[src/rtl/slave_port_ctrl.sv]
// ---------------------------------------------------------------------------
// slave_port_ctrl
//
// Serial slave port that turns a bit-serial bus into parallel memory
// accesses. A transaction starts with a beat in IDLE (smode selects write/
// read), then shifts ADDR_WIDTH address bits LSB first. A write then shifts
// DATA_WIDTH data bits and issues a single-cycle mem_wen. A read holds
// mem_ren until the memory stage answers with mem_rvalid, captures
// mem_rdata and returns it serially on srdata/srvalid, LSB first.
// Every output is driven straight from a register.
//
// Ports
//   clk         clock, all state changes on the rising edge
//   rstn        asynchronous active-low reset
//   svalid      bus beat valid (smode/swdata sampled only when high)
//   smode       1 = write, 0 = read (first beat only)
//   swdata      serial address / write-data bit, LSB first
//   sready      high only while idle; a transaction may start only then
//   srdata      serial read-data bit, LSB first
//   srvalid     high while srdata carries a read-data bit
//   mem_addr    address to the memory stage (held until next transaction)
//   mem_wdata   write data to the memory stage (held until next write)
//   mem_wen     one-cycle memory write enable
//   mem_ren     memory read enable, held until mem_rvalid
//   mem_rdata   memory read data, valid with mem_rvalid
//   mem_rvalid  memory read-data valid (ignored unless a read is pending)
// ---------------------------------------------------------------------------
module slave_port_ctrl #(
    parameter int ADDR_WIDTH = 12,
    parameter int DATA_WIDTH = 8
) (
    input  logic                  clk,
    input  logic                  rstn,
    input  logic                  svalid,
    input  logic                  smode,
    input  logic                  swdata,
    output logic                  sready,
    output logic                  srdata,
    output logic                  srvalid,
    output logic [ADDR_WIDTH-1:0] mem_addr,
    output logic [DATA_WIDTH-1:0] mem_wdata,
    output logic                  mem_wen,
    output logic                  mem_ren,
    input  logic [DATA_WIDTH-1:0] mem_rdata,
    input  logic                  mem_rvalid
);

    localparam int MAX_W = (ADDR_WIDTH > DATA_WIDTH) ? ADDR_WIDTH : DATA_WIDTH;
    // The read-out phase counts up to DATA_WIDTH inclusive, hence MAX_W + 1.
    localparam int CNT_W = $clog2(MAX_W + 1);

    typedef enum logic [2:0] {
        IDLE,
        ADDR,
        WDATA,
        MEMWR,
        MEMRD,
        RDATA
    } state_t;

    state_t                r_state;
    logic [CNT_W-1:0]      r_cnt;
    logic                  r_mode;
    logic [ADDR_WIDTH-1:0] r_addr;
    logic [DATA_WIDTH-1:0] r_wdata;
    logic [DATA_WIDTH-1:0] r_rdata;
    logic                  r_sready;
    logic                  r_srdata;
    logic                  r_srvalid;
    logic                  r_wen;
    logic                  r_ren;

    state_t                w_next_state;
    logic [CNT_W-1:0]      w_cnt;
    logic                  w_mode;
    logic [ADDR_WIDTH-1:0] w_addr;
    logic [DATA_WIDTH-1:0] w_wdata;
    logic [DATA_WIDTH-1:0] w_rdata;
    logic                  w_srdata;
    logic                  w_srvalid;

    // State and all outputs are registered together so each output reflects
    // the state the FSM is in during that cycle.
    always_ff @(posedge clk or negedge rstn) begin
        if (!rstn) begin
            r_state   <= IDLE;
            r_cnt     <= '0;
            r_mode    <= 1'b0;
            r_addr    <= '0;
            r_wdata   <= '0;
            r_rdata   <= '0;
            r_sready  <= 1'b1;
            r_srdata  <= 1'b0;
            r_srvalid <= 1'b0;
            r_wen     <= 1'b0;
            r_ren     <= 1'b0;
        end else begin
            r_state   <= w_next_state;
            r_cnt     <= w_cnt;
            r_mode    <= w_mode;
            r_addr    <= w_addr;
            r_wdata   <= w_wdata;
            r_rdata   <= w_rdata;
            r_sready  <= (w_next_state == IDLE);
            r_srdata  <= w_srdata;
            r_srvalid <= w_srvalid;
            r_wen     <= (w_next_state == MEMWR);
            r_ren     <= (w_next_state == MEMRD);
        end
    end

    always_comb begin
        w_next_state = r_state;
        w_cnt        = r_cnt;
        w_mode       = r_mode;
        w_addr       = r_addr;
        w_wdata      = r_wdata;
        w_rdata      = r_rdata;
        w_srdata     = 1'b0;
        w_srvalid    = 1'b0;

        case (r_state)
            IDLE: begin
                if (svalid) begin
                    w_mode    = smode;
                    w_addr[0] = swdata;
                    if (ADDR_WIDTH == 1) begin
                        w_cnt        = '0;
                        w_next_state = smode ? WDATA : MEMRD;
                    end else begin
                        w_cnt        = CNT_W'(1);
                        w_next_state = ADDR;
                    end
                end
            end

            ADDR: begin
                if (svalid) begin
                    // Decoded bit write keeps the index the same width as the counter.
                    for (int i = 0; i < ADDR_WIDTH; i++) begin
                        if (r_cnt == CNT_W'(i)) begin
                            w_addr[i] = swdata;
                        end
                    end
                    if (r_cnt == CNT_W'(ADDR_WIDTH - 1)) begin
                        w_cnt        = '0;
                        w_next_state = r_mode ? WDATA : MEMRD;
                    end else begin
                        w_cnt = r_cnt + CNT_W'(1);
                    end
                end
            end

            WDATA: begin
                if (svalid) begin
                    for (int i = 0; i < DATA_WIDTH; i++) begin
                        if (r_cnt == CNT_W'(i)) begin
                            w_wdata[i] = swdata;
                        end
                    end
                    if (r_cnt == CNT_W'(DATA_WIDTH - 1)) begin
                        w_cnt        = '0;
                        w_next_state = MEMWR;
                    end else begin
                        w_cnt = r_cnt + CNT_W'(1);
                    end
                end
            end

            MEMWR: begin
                w_next_state = IDLE;
            end

            MEMRD: begin
                // Bit 0 goes out on the capture edge so srvalid starts with RDATA.
                if (mem_rvalid) begin
                    w_rdata      = mem_rdata;
                    w_srvalid    = 1'b1;
                    w_srdata     = mem_rdata[0];
                    w_cnt        = CNT_W'(1);
                    w_next_state = RDATA;
                end
            end

            RDATA: begin
                // r_cnt is the index of the next bit to present; once it reaches
                // DATA_WIDTH all bits have been shown for one cycle each.
                if (r_cnt == CNT_W'(DATA_WIDTH)) begin
                    w_cnt        = '0;
                    w_next_state = IDLE;
                end else begin
                    w_srvalid = 1'b1;
                    for (int i = 0; i < DATA_WIDTH; i++) begin
                        if (r_cnt == CNT_W'(i)) begin
                            w_srdata = r_rdata[i];
                        end
                    end
                    w_cnt = r_cnt + CNT_W'(1);
                end
            end

            default: begin
                w_next_state = IDLE;
                w_cnt        = '0;
            end
        endcase
    end

    assign sready    = r_sready;
    assign srdata    = r_srdata;
    assign srvalid   = r_srvalid;
    assign mem_addr  = r_addr;
    assign mem_wdata = r_wdata;
    assign mem_wen   = r_wen;
    assign mem_ren   = r_ren;

endmodule
[config.mk]
export PLATFORM = sky130hd
export DESIGN_NAME = slave_port_ctrl
export DESIGN_NICKNAME = d
export VERILOG_FILES = /design/src/rtl/slave_port_ctrl.sv
export SDC_FILE = /design/constraint.sdc
export NUM_CORES = 1
export LEC_CHECK = 0
export ABC_CLOCK_PERIOD_IN_PS = 2510
export CORE_ASPECT_RATIO = 2
export CORE_UTILIZATION = 52
export CTS_CLUSTER_DIAMETER = 120
export DETAILED_ROUTE_END_ITERATION = 8
export GPL_ROUTABILITY_DRIVEN = 0
export HOLD_SLACK_MARGIN = 0.06
export PLACE_DENSITY_LB_ADDON = 0.08
export SYNTH_ARGS = -nofsm -noshare
export SYNTH_HDL_FRONTEND = slang
export SYNTH_SLANG_ARGS = --single-unit
[constraint.sdc]
create_clock -name clk -period 2.51 [get_ports clk]
set_clock_uncertainty 0.2 [all_clocks]
set_input_delay 0.502 -clock clk [delete_from_list [all_inputs] [get_ports clk]]
set_output_delay 0.502 -clock clk [all_outputs]
set_load 0.1 [all_outputs]
* Word level (Yosys, flattened, before mapping)
Index checks and enable logic that the tools add are counted.
Operators by class: $add $sub $neg 1, eq/ne operators 23, muxes and demuxes 35, bitwise gates (word level) 1, reduce and logical (&&, ||, !) cells 27
Operator list (count):
- $reduce_and 3->1 | 19
- $mux 4 | 7
- $mux 3 | 8
- $pmux 4 s6 | 1
- $eq 4x3->1 const B | 4
- $eq 4x4->1 const B | 4
- $mux 1 | 15
- $pmux 3 s5 | 1
- $ne 2x2->1 const B | 5
- $eq 3x2->1 const B | 3
- $eq 3x3->1 const B | 3
- $eq 4x2->1 const B | 2
- $logic_not 3->1 | 2
- $pmux 1 s2 | 3
- $reduce_and 5->1 | 1
- $add 4x1->4 const B | 1
- $eq 4x1->1 const B | 1
- $logic_not 4->1 | 1
- $reduce_and 2->1 | 2
- $reduce_and 4->1 | 1
- $eq 3x1->1 const B | 1
- $reduce_bool 2->1 | 1
- $not 1->1 | 1
Word-level totals: register bits 41, input bits 14, logic and storage cells 116

* Logic depth before layout (Yosys ltp)
word-level depth 11, mapped depth 8, gate-level depth less buffers 7

* Least setup slack after synthesis
Ideal clock, no wire load.
path kind reg2reg, start register r_cnt[0], end register r_ren (netlist: mem_ren), library setup time 0.073 ns, arrival 1.599 ns, setup slack 0.638 ns, stages on the path, launching flop included 8, path buffers 1, clock period less this slack 1.872 ns, path through dfrtp_1 -> inv_1 -> ha_1 -> buf_2 -> a21o_4 -> o21ai_2 -> or4b_1 -> nor2b_1
Between the ends: word-level cells in the longest chain between the ends 5
Ends and longest elaborated chain:
- start: declaration | line 62 | logic [CNT_W-1:0] r_cnt;
- start signal: assignment | line 99 | r_cnt <= w_cnt;
- $eq 4x3->1 or $eq 4x4->1 (tied branches) | line 161, 145
- $mux 3 (on tied branches) | line 161, 145
- $mux 3 (on tied branches) | line 155, 138
- $pmux 3 s5 * | line 122 | case (r_state)
- $eq 3x3->1 * | line 108 | r_ren <= (w_next_state == MEMRD);
- end signal: assignment | line 108
- end: declaration | line 71 | logic r_ren;
Mark *: on every way between the ends. The rest lies on a longest branch, timed or not. A chain may end at the register's enable or synchronous reset.

* Final worst setup path
start register r_cnt[1], end register r_srdata (netlist: srdata)
Between the ends: word-level cells in the longest chain between the ends 11
Ends and longest elaborated chain:
- $logic_not 4->1 | line 194 | if (r_cnt == CNT_W'(i)) begin
- $mux 1 (8 in a row) | line 194
- $mux 1 * | line 188 | if (r_cnt == CNT_W'(DATA_WIDTH)) begin
- $pmux 1 s2 * | line 122
- via w_srdata | line 79 | logic w_srdata;
- end signal: assignment | line 105 | r_srdata <= w_srdata;
- end: declaration | line 68 | logic r_srdata;
Mark *: on every way through the listed nets, which the timed path passes. The rest lies on a longest branch.

==> flow_summary.ini <==
[clocking]
clock_path_buffers = 2
cts_hold_buf = 1
ctsHtreeMaxLevel = 2
post_cts_buffers = 0
path_clk_slew_ns = 0.08
clock_latency_ns = 0.29
root_buffer = clkbuf_8
cts_sinks = 41
cts_tree = built
cts-resized-gates = 0
cts_buffers = 5

[critical_path]
r2r_start = r_cnt[1]
crit_path_start = r_cnt[1]
crit_fanout = 8
r2r_cells = 7
required_ns = 2.54
ff2ff_setup_slack_ns = 0.31
cp-start-kind = register
timing.rr.end = srdata
endpoint_kind = register
crit_arrival_ns = 2.24
crit_type = reg2reg

[logic_synthesis]
synth_area_per_cell_um2 = 10.7
synth_top_family_by_area = simple AND/OR/NAND/NOR gates
synth_adder_area_share = 0.0239
synthMuxAreaShare = 0.150
syn_inst = 196
netlist_area_um2 = 2100
synth_warnings = 0
syn_nets = 214
synth_edf_count = 0
synth_compound_area_frac = 0.105
synth_xor_area_frac = 0
ys_ff_latch = 41
synth-simple-area-share = 0.187
ys_seq_area_frac = 0.490
dominantRegCellSynth = dfrtp_1
async_flop_share = 1.00
synth_cell_types = 46

[routing]
via_count = 1596
dr.pass1.iters = 4
drt_iter0_drc = 33
routedWlPerCell_um = 16.3
via_per_inst = 5.54
antenna_left = 0
drt-total-wl_mm = 4.68
drc = 0

[power_and_ir_drop]
pwr-share-seq = 0.323
power_switching_w = 0.00176
clock_power_share = 0.124
peakVddDrop_mv = 1.06
switching_share = 0.520
comb_power_share = 0.553
p_leak_nw = 1.15
power.density_nw_per_um2 = 1340
p_int_w = 0.00162
report.power.total_w = 0.00339

[sta]
slew_viol_final = 0
worst_pin_slew_ns = 0.600
timing.final.ws_setup_ns = 0.307
max_slew_margin = 0.594
fin_tns_setup_ns = 0
finalCriticalPeriod_ns = 2.20
timing.final.crit_share = 0.878
rsz0062_at_grt = false
setup_viol = 0
max_freq_mhz = 454
finalHoldViolCount = 0

[outcome]
run_status = finished clean

[grt]
track_usage = 0.242
grt_pass1_vias = 1680
grt_overflow = 0
antenna_found_initial = 0
grt_max_degree = 23
grt_pass1_wl_mm = 7.48

[cells_and_area]
regArea_um2 = 1030
nets = 254
fillerInstances = 353
area_growth_pct = 20.9
utilization = 0.660
antennaDiodeCount = 0
final_cell_mix = 40 x dfrtp_1, 30 x buf_4, 27 x mux2_2
drive_above_1_share = 0.333
multi_input_area_um2 = 976
layout_commonest_cell = dfrtp_1

[placement]
pre_cts_ws_ns = 0.150
place.port_buffers = 38
place.detailed.hpwl_mm = 3.52

[worst_hold_path]
min_to = mem_wdata[6]
min-delay-start = mem_wdata[6]
hold_depth = 1
hp-class = reg2reg

[floorplan]
dieArea_um2 = 4310
fp-row-count = 32
die_y_um = 91.8
initial_utilization = 0.546
pin_count = 39
core-area_um2 = 3840
fp.dieW_um = 46.9

[job]
maxCapViolCount = 0
-- layer usage --
metal,GRT usage,part of all wire,vias up
met2,0.418,0.57,49
met4,0.121,0.024,0
li1,-,-,759
met3,0.0315,0.034,9
met1,0.270,0.37,779
met5,0,0,-
-- Yosys cell counts, types with 2 or more instances --
cell type,number,area (um^2)
dfrtp_1,40,1000
mux2_2,27,304
nand2_1,25,93.8
nor2_1,16,60.1
a21oi_1,10,50.1
o21ai_0,10,50.1
inv_1,6,22.5
nand3_1,6,30.0
nor2b_1,5,31.3
ha_1,4,50.1
buf_2,3,15.0
buf_4,3,22.5
clkbuf_1,3,11.3
a21boi_0,2,15.0
buf_6,2,22.5
nor2_2,2,12.5
nor3b_1,2,15.0
o22ai_1,2,12.5
-- power by group through the flow --
stage                     registers [W]  logic (W)  clock network (W)
after CTS                       0.00109    0.00188           0.000435
after detailed placement        0.00110    0.00188                  0
after global routing            0.00113    0.00198           0.000458
final                           0.00109    0.00187           0.000420
after global placement          0.00109    0.00184                  0
after floorplan                 0.00182   0.000826                  0
-- cells by family after synthesis --
| group | Yosys count |
|---|---|
| muxes | 28 |
| DFF | 41 |
| and+or+nand+nor | 72 |
| buffers and inverters | 17 |
| adders and majority gates | 4 |
| AOI/OAI and AO/OA | 34 |
-- sequential cells by signal, summed over array words and instances (netlist names) --
| register | cells |
|---|---|
| r_state | 3 |
| mem_wen | 1 |
| mem_ren | 1 |
| r_rdata | 8 |
| r_cnt | 4 |
| r_mode | 1 |
| sready | 1 |
| mem_addr | 12 |
| srdata | 1 |
| mem_wdata | 8 |
| srvalid | 1 |
-- how the worst max path moves through the flow --
| stage | endpoint | cells past startpoint |
|---|---|---|
| floorplan | mem_ren | 7 |
| global placement | mem_ren | 6 |
| detailed placement | mem_ren | 6 |
| CTS | srdata | 7 |
| global route | srdata | 7 |
| finish | srdata | 7 |
-- final cells by class --
cell class / count / share of cell area
sequential: 41 / 0.405
multi-input combinational: 138 / 0.385
timing repair buffer: 44 / 0.142
clock buffer: 5 / 0.0271
tap: 51 / 0.0252
inverter: 6 / 0.00888
clock inverter: 3 / 0.00691
-- metrics by stage --
step                instances  hold WS [ns]  area [um^2]
floorplan                 196       0.00641         2100
global placement          279         0.269         2440
detailed placement        279         0.284         2440
CTS                       288         0.315         2540
global route              288         0.335         2540
finish                    288         0.314         2540
-- critical path, stage by stage (launching register included) --
cell and delay, ns:
dfrtp_1 0.44, inv_1 0.09, ha_1 0.30, nor2b_1 0.18, a2111oi_0 0.46, a21oi_1 0.12, o21ai_0 0.20, a22o_1 0.16
(Power assumes the default switching activity.)
